File: src/rtl/vis_snapshot_trace.sv
// vis_snapshot_trace: captures whole visibility-bus snapshots into a small FIFO and streams them out one channel per word.
module vis_snapshot_trace #(
   parameter int NUM_CH = 20,
   parameter int DATA_W = 32,
   parameter int DEPTH  = 4,
   parameter int PC_CH  = 16
) (
   input  logic                        HCLK,
   input  logic                        HRESET,
   input  logic [NUM_CH*DATA_W-1:0]    vis_bus,
   input  logic [1:0]                  cfg_mode,
   input  logic [DATA_W-1:0]           cfg_pc_match,
   input  logic                        trig_ext,
   input  logic                        arm,
   input  logic                        clear,
   output logic                        out_valid,
   input  logic                        out_ready,
   output logic [DATA_W-1:0]           out_data,
   output logic [$clog2(NUM_CH)-1:0]   out_ch,
   output logic                        out_last,
   output logic [$clog2(DEPTH):0]      count,
   output logic                        overflow,
   output logic                        armed
);
   localparam int CH_W  = $clog2(NUM_CH);
   localparam int PTR_W = $clog2(DEPTH);
   typedef enum logic {IDLE, SEND} state_t;
   state_t state, state_n;
   logic [DATA_W-1:0] mem [DEPTH][NUM_CH];
   logic [PTR_W-1:0]  wr_ptr, rd_ptr;
   logic [DATA_W-1:0] pc, prev_pc;
   logic [PTR_W:0]    count_n;
   logic              trig, full, pop, store, drop;
   assign pc = vis_bus[PC_CH*DATA_W +: DATA_W];
   // An arm pulse counts as armed in its own cycle so arm+trigger captures.
   always_comb begin
      trig      = (cfg_mode == 2'd1) ? ((armed | arm) & (trig_ext | (pc == cfg_pc_match))) :
                  (cfg_mode == 2'd2) ? (pc != prev_pc) : (cfg_mode == 2'd3);
      full      = count == (PTR_W+1)'(DEPTH);
      out_valid = state == SEND;
      out_last  = out_valid & (out_ch == CH_W'(NUM_CH-1));
      pop       = out_valid & out_ready & out_last;
      store     = trig & (~full | pop);
      drop      = trig & full & ~pop;
      count_n   = clear ? '0 : count + (PTR_W+1)'(store) - (PTR_W+1)'(pop);
      state_n   = (count_n != '0) ? SEND : IDLE;
      out_data  = out_valid ? mem[rd_ptr][out_ch] : '0;
   end
   always_ff @(posedge HCLK) begin
      if (!HRESET && !clear && store)
         for (int k = 0; k < NUM_CH; k++) mem[wr_ptr][k] <= vis_bus[k*DATA_W +: DATA_W];
   end
   always_ff @(posedge HCLK) begin
      if (HRESET) begin
         state    <= IDLE;
         count    <= '0;
         wr_ptr   <= '0;
         rd_ptr   <= '0;
         out_ch   <= '0;
         overflow <= 1'b0;
         armed    <= 1'b0;
         prev_pc  <= '0;
      end else begin
         prev_pc <= pc;
         state   <= state_n;
         count   <= count_n;
         if (clear) begin
            wr_ptr   <= '0;
            rd_ptr   <= '0;
            out_ch   <= '0;
            overflow <= 1'b0;
         end else begin
            if (store) wr_ptr <= wr_ptr + 1'b1;
            if (pop) rd_ptr <= rd_ptr + 1'b1;
            if (out_valid && out_ready) out_ch <= out_last ? '0 : out_ch + 1'b1;
            if (drop) overflow <= 1'b1;
            if (arm) armed <= 1'b1;
            else if (cfg_mode == 2'd1 && trig) armed <= 1'b0;
         end
      end
   end
endmodule

File: config.mk
export PLATFORM = sky130hd
export DESIGN_NAME = vis_snapshot_trace
export DESIGN_NICKNAME = d
export VERILOG_FILES = /design/src/rtl/vis_snapshot_trace.sv
export SDC_FILE = /design/constraint.sdc
export NUM_CORES = 2
export LEC_CHECK = 0
export BUFFER_PORTS_ARGS = -buffer_cell sky130_fd_sc_hd__buf_2
export CELL_PAD_IN_SITES_DETAIL_PLACEMENT = 2
export CELL_PAD_IN_SITES_GLOBAL_PLACEMENT = 2
export CORE_MARGIN = 2
export CORE_UTILIZATION = 48
export DETAILED_ROUTE_END_ITERATION = 7
export MAX_ROUTING_LAYER = met4
export PLACE_DENSITY_LB_ADDON = 0.1
export SLEW_MARGIN = 10
export SYNTH_ARGS = -nofsm -noshare
export SYNTH_HDL_FRONTEND = slang
export SYNTH_SLANG_ARGS = --single-unit
export TNS_END_PERCENT = 50
File: constraint.sdc
create_clock -name HCLK -period 27.5 [get_ports HCLK]
set_clock_uncertainty 0.05 [all_clocks]
set_input_delay 6.875 -clock HCLK [delete_from_list [all_inputs] [get_ports HCLK]]
set_output_delay 6.875 -clock HCLK [all_outputs]
set_load 0.01 [all_outputs]
---- Word-level counts from Yosys, hierarchy flattened ----
Memory sizes are Yosys's and may differ from the RTL's. A register that Yosys moved wholly into a read port is not among the register bits.
Cells that the tools add are included.
cells by class
  add/sub/neg operators ................... 5
  reduce and logical (&&, ||, !) cells .... 10
  multiplexer cells ....................... 15
  order comparisons ....................... 1
  equality and inequality tests ........... 7
  bitwise gates (word level) .............. 14
operator list
  operator                                                   count
  binary-select mux 32 bit (select 5 bit)                    1
  2-to-1 mux 32 bit                                          3
  equality test 32 bit                                       1
  inequality test 32 bit                                     1
  bitwise AND 1 bit                                          7
  2-to-1 mux 1 bit                                           7
  greater-or-equal comparator 6 bit (second input constant)  1
  NOT 5 -> 6 bit                                             1
  adder 5 x 1 -> 5 bit (second input constant)               1
  equality test 5 bit (second input constant)                1
  2-to-1 mux 5 bit                                           1
  adder 2 x 1 -> 2 bit (second input constant)               2
  equality test 2 bit (second input constant)                2
  logical AND 1 bit                                          4
  2-to-1 mux 2 bit                                           2
  adder 3 x 1 -> 3 bit                                       1
  equality test 3 bit (second input constant)                1
  2-to-1 mux 3 bit                                           1
  NOT 1 bit                                                  3
  bitwise OR 1 bit                                           3
  nonzero test 3 bit                                         1
  subtractor 3 x 1 -> 3 bit                                  1
  equality test 2 x 1 -> 1 bit (second input constant)       1
  logical NOT 1 bit                                          2
  3 further kinds                                            3
word-level totals
  memories kept ........................... 1
  register bits after elaboration ......... 47
  bits in writable memories ............... 2560
memory list
  memory  words  bits a word  rd ports  clocked after Yosys merged registers in  wr ports  line  text
  mem     4      640          1         1                                        1         29    logic [DATA_W-1:0] mem [DEPTH][NUM_CH];

---- Depth between registers and ports, before layout ----
  depth after elaboration ................. 10
  mapped depth ............................ 16
  mapped depth without buffers ............ 16

---- Least setup slack after synthesis ----
OpenSTA, ideal clock, no wires.
  path kind ............................... input to register
  from .................................... input port cfg_pc_match[15]
  to ...................................... memory mem[0][0] in the netlist's numbering, enable pin
  path buffers ............................ 0
  path slack .............................. 3.954 ns
  data arrival time ....................... 22.404 ns
  cell stages on the path ................. 7
  cell sequence ........................... xnor2_1 -> nand4_1 -> nor4_1 -> a21oi_1 -> a2bb2oi_1 -> nor2_1 -> and3_1
between the ends
  longest elaborated chain between the ends .. 8
RTL lines
  what                                    line  text
  start: declaration                      12    input logic [DATA_W-1:0] cfg_pc_match,
  equality test 32 bit                    37    trig = (cfg_mode == 2'd1) ? ((armed | arm) & (trig_ext | (pc == cfg_pc_match))) :
  bitwise OR 1 bit                        37
  bitwise AND 1 bit                       37
  2-to-1 mux 1 bit                        37
  bitwise AND 1 bit                       43    store = trig & (~full | pop);
  logical AND 1 bit                       50    if (!HRESET && !clear && store)
  2-to-1 mux 1 bit                        50
  2-to-1 mux 1 bit (implied by the code)  51    for (int k = 0; k < NUM_CH; k++) mem[wr_ptr][k] <= vis_bus[k*DATA_W +: DATA_W];
  end: declaration                        29
No other way between the ends.

==> results.py <==
metrics = {
    "status": {
        "run_status": "finished clean",
    },
    "die": {
        "die_y_um": 459,
        "dieArea_um2": 211000,
        "core_um2": 206000,
        "io_pins": 724,
        "die_width_um": 459,
        "initial_utilization_pct": 48.2,
        "rows": 167,
    },
    "cells_and_area": {
        "nets": 5657,
        "fill_cells": 17100,
        "area_growth_syn_to_layout_pct": 16.4,
        "post-route-util_pct": 56.1,
        "drive_gt1_share_pct": 38.0,
    },
    "clock_tree": {
        "cts_root_buf": "clkbuf_16",
        "clock-sinks": 2609,
        "numCtsBuffers": 291,
        "clkTransAtPathRegs_ps": 70,
        "htreeDepth": 5,
        "clk_latency_ps": 930,
        "hold_buffers": 0,
        "cts_max_path_buffers": 4,
        "cts-resized-gates": 0,
        "postCtsSetupRepairBufs": 0,
        "cts_tree": "done",
    },
    "timing": {
        "fin_setup_tns_ps": 0,
        "grt_setup_unrepaired": "false",
        "period_minus_slack_ps": 13350,
        "fmax_mhz": 74.9,
        "relSlewSlack_pct": 22.6,
        "hold_viol": 0,
        "final.period_utilization_pct": 48.5,
        "drv_slew": 0,
        "whs_ps": 481,
        "tightestPinTransition_ps": 1160,
        "setup_viol": 0,
    },
    "placement": {
        "port-buffer-count": 723,
        "globalplace.congestion": 0.808,
        "hpwl_um": 202000,
    },
    "yosys": {
        "synth_edf_count": 2560,
        "synth_common_cells": "2560 x edfxtp_1, 765 x mux4_2, 100 x clkbuf_1, 99 x nor2b_1, 65 x xnor2_1",
        "ys_seq_elements": 2609,
        "avgSynthCellArea_um2": 24.3,
        "ys_seq_area_share_pct": 78.3,
        "yosys_warnings": 0,
        "yosysTopAreaCell": "edfxtp_1",
        "synthTopCellsByArea": "edfxtp_1 77%, mux4_2 17%, dfxtp_1 0.99%",
        "synth_most_common_cell": "edfxtp_1",
        "synth_cell_types": 39,
        "yosysTopAreaCellShare_pct": 77.3,
        "syn_area_um2": 99500,
        "syn_nets": 4773,
        "ys.flop_type": "edfxtp_1",
        "ys_async_sr_fraction_pct": 0,
        "synthCells": 4085,
    },
    "worst_setup_path": {
        "crit_buf_inv": 4,
        "cp_max_fo": 125,
        "worst-endpoint-required_ps": 20580,
        "r2r_start": "out_ch[0]",
        "crit_family": "buffers and inverters",
        "r2r_cells": 12,
        "r2r-end": "mem[0][198]",
        "cp_data_arrival_time_ps": 6420,
        "critPathKind": "register to output pin",
        "crit_path_start_kind": "register",
        "cp.depth": 10,
        "path_cells": "buf_4 -> buf_12 -> buf_4 -> mux4_2 -> nor2b_1 -> a211oi_1 -> a211oi_1 -> o21ai_1 -> nand3_1 -> buf_2",
        "setup.worst_path.end": "out_data[9]",
        "worst-r2r-setup-slack_ps": 19260,
        "crit_path_max_incr_delay_ps": 880,
        "cp-end-kind": "output pin",
        "crit_slowest_cell": "dfxtp_4",
    },
    "global_route": {
        "grt_max_degree": 150,
        "grt.total_usage_pct": 31.9,
        "grt-ovfl-total": 0,
        "antenna_found_initial": 221,
        "grt_pass1_vias": 54300,
        "grt_pass1_wl_um": 451000,
    },
    "hold_path": {
        "hp-class": "register to register",
        "hp-start": "overflow",
    },
    "detailed_routing": {
        "dr.pass1.iters": 5,
        "viasPerCell": 6.27,
        "ant_nets": 0,
        "drc": 0,
        "wire_per_inst_um": 42.2,
        "drtIter0Drc": 6231,
        "num_vias": 50600,
        "routed_wl_um": 341000,
    },
    "pwr": {
        "p_leak_nw": 36.1,
        "finalPower_mw": 8.56,
        "p_per_area_nw_per_um2": 73.9,
        "ir_drop_mv": 0.0663,
    },
    "job": {
        "drv_cap": 0,
    },
}
[power by group]
part / internal (mW) / total [mW] / switching (mW)
clock: 2.20 / 3.87 / 1.67
combinational: 0.0894 / 0.250 / 0.161
sequential: 4.42 / 4.44 / 0.0204
[metrics by stage]
stage                     cells  worst slack [ps]  area (um2)
after global placement     7380             13660      106000
after global routing       8023             13770      116000
after CTS                  7879             14100      115000
final                      8073             14150      116000
after floorplan            4085              3950       99500
after detailed placement   7380             13560      106000
[worst min-delay path by stage]
stage                endpoint  slack [ps]  depth (start not counted)
floorplan           wr_ptr[0]         430                          2
global placement     overflow         420                          2
detailed placement   overflow         440                          2
CTS                  overflow         480                          2
global route         overflow         500                          2
finish               overflow         480                          2
[cells by family (layout without fill, tap and decap cells)]
family / Yosys count / after routing / synth area share (%)
DFF: 2609 / 2609 / 78.3
muxes: 803 / 803 / 17.7
and+or+nand+nor: 231 / 231 / 1.35
buffers and inverters: 220 / 1310 / 1.03
AOI/OAI and AO/OA: 143 / 143 / 0.902
xor gates and xnor gates: 71 / 71 / 0.625
adders and majority gates: 8 / 8 / 0.108
other: 0 / 194 / 0
[state kept, by name, indices dropped and copies added (netlist names), named ones only]
signal and flops:
wr_ptr 2, rd_ptr 2, count 3, armed 1, out_valid 1, overflow 1, prev_pc 32, out_ch 5
mem 2560
[final cells by class]
cell class	count	area, um2	share of cell area, %
Sequential cell	2609	77900	67.3
Multi-Input combinational cell	1256	20600	17.8
Clock buffer	359	7780	6.72
Timing Repair Buffer	801	4420	3.81
Tap cell	2704	3380	2.92
Clock inverter	140	1190	1.03
Antenna cell	194	485	0.419
Inverter	10	37.5	0.0324
[layer usage]
layer	share of wire [%]	up-vias	GRT usage, %
li1	-	19600	-
met3	8.1	663	6.65
met2	50	2570	51.2
met4	5.2	0	12.7
met5	0	-	-
met1	37	27800	40.2
[cells in the final DEF, fill, tap and decap left out, types with 10 or more instances in the layout]
master	count
a211oi_1	62
a21oi_1	43
buf_12	17
buf_2	723
buf_4	61
bufinv_16	21
clkbuf_1	53
clkbuf_16	299
clkinv_1	62
clkinv_2	44
dfxtp_1	44
diode_2	194
edfxtp_1	2560
inv_1	10
mux2i_1	38
mux4_2	765
nand2b_1	31
nand3_1	39
nand4_1	17
nor2_1	16
nor2b_1	98
o21ai_1	28
xnor2_1	65
[tightest hold or removal path, cell delays in order (launching register included)]
cell and delay [ps]:
dfxtp_1 340, a21oi_1 50, nor2_1 100
(Power assumes the default switching activity.)
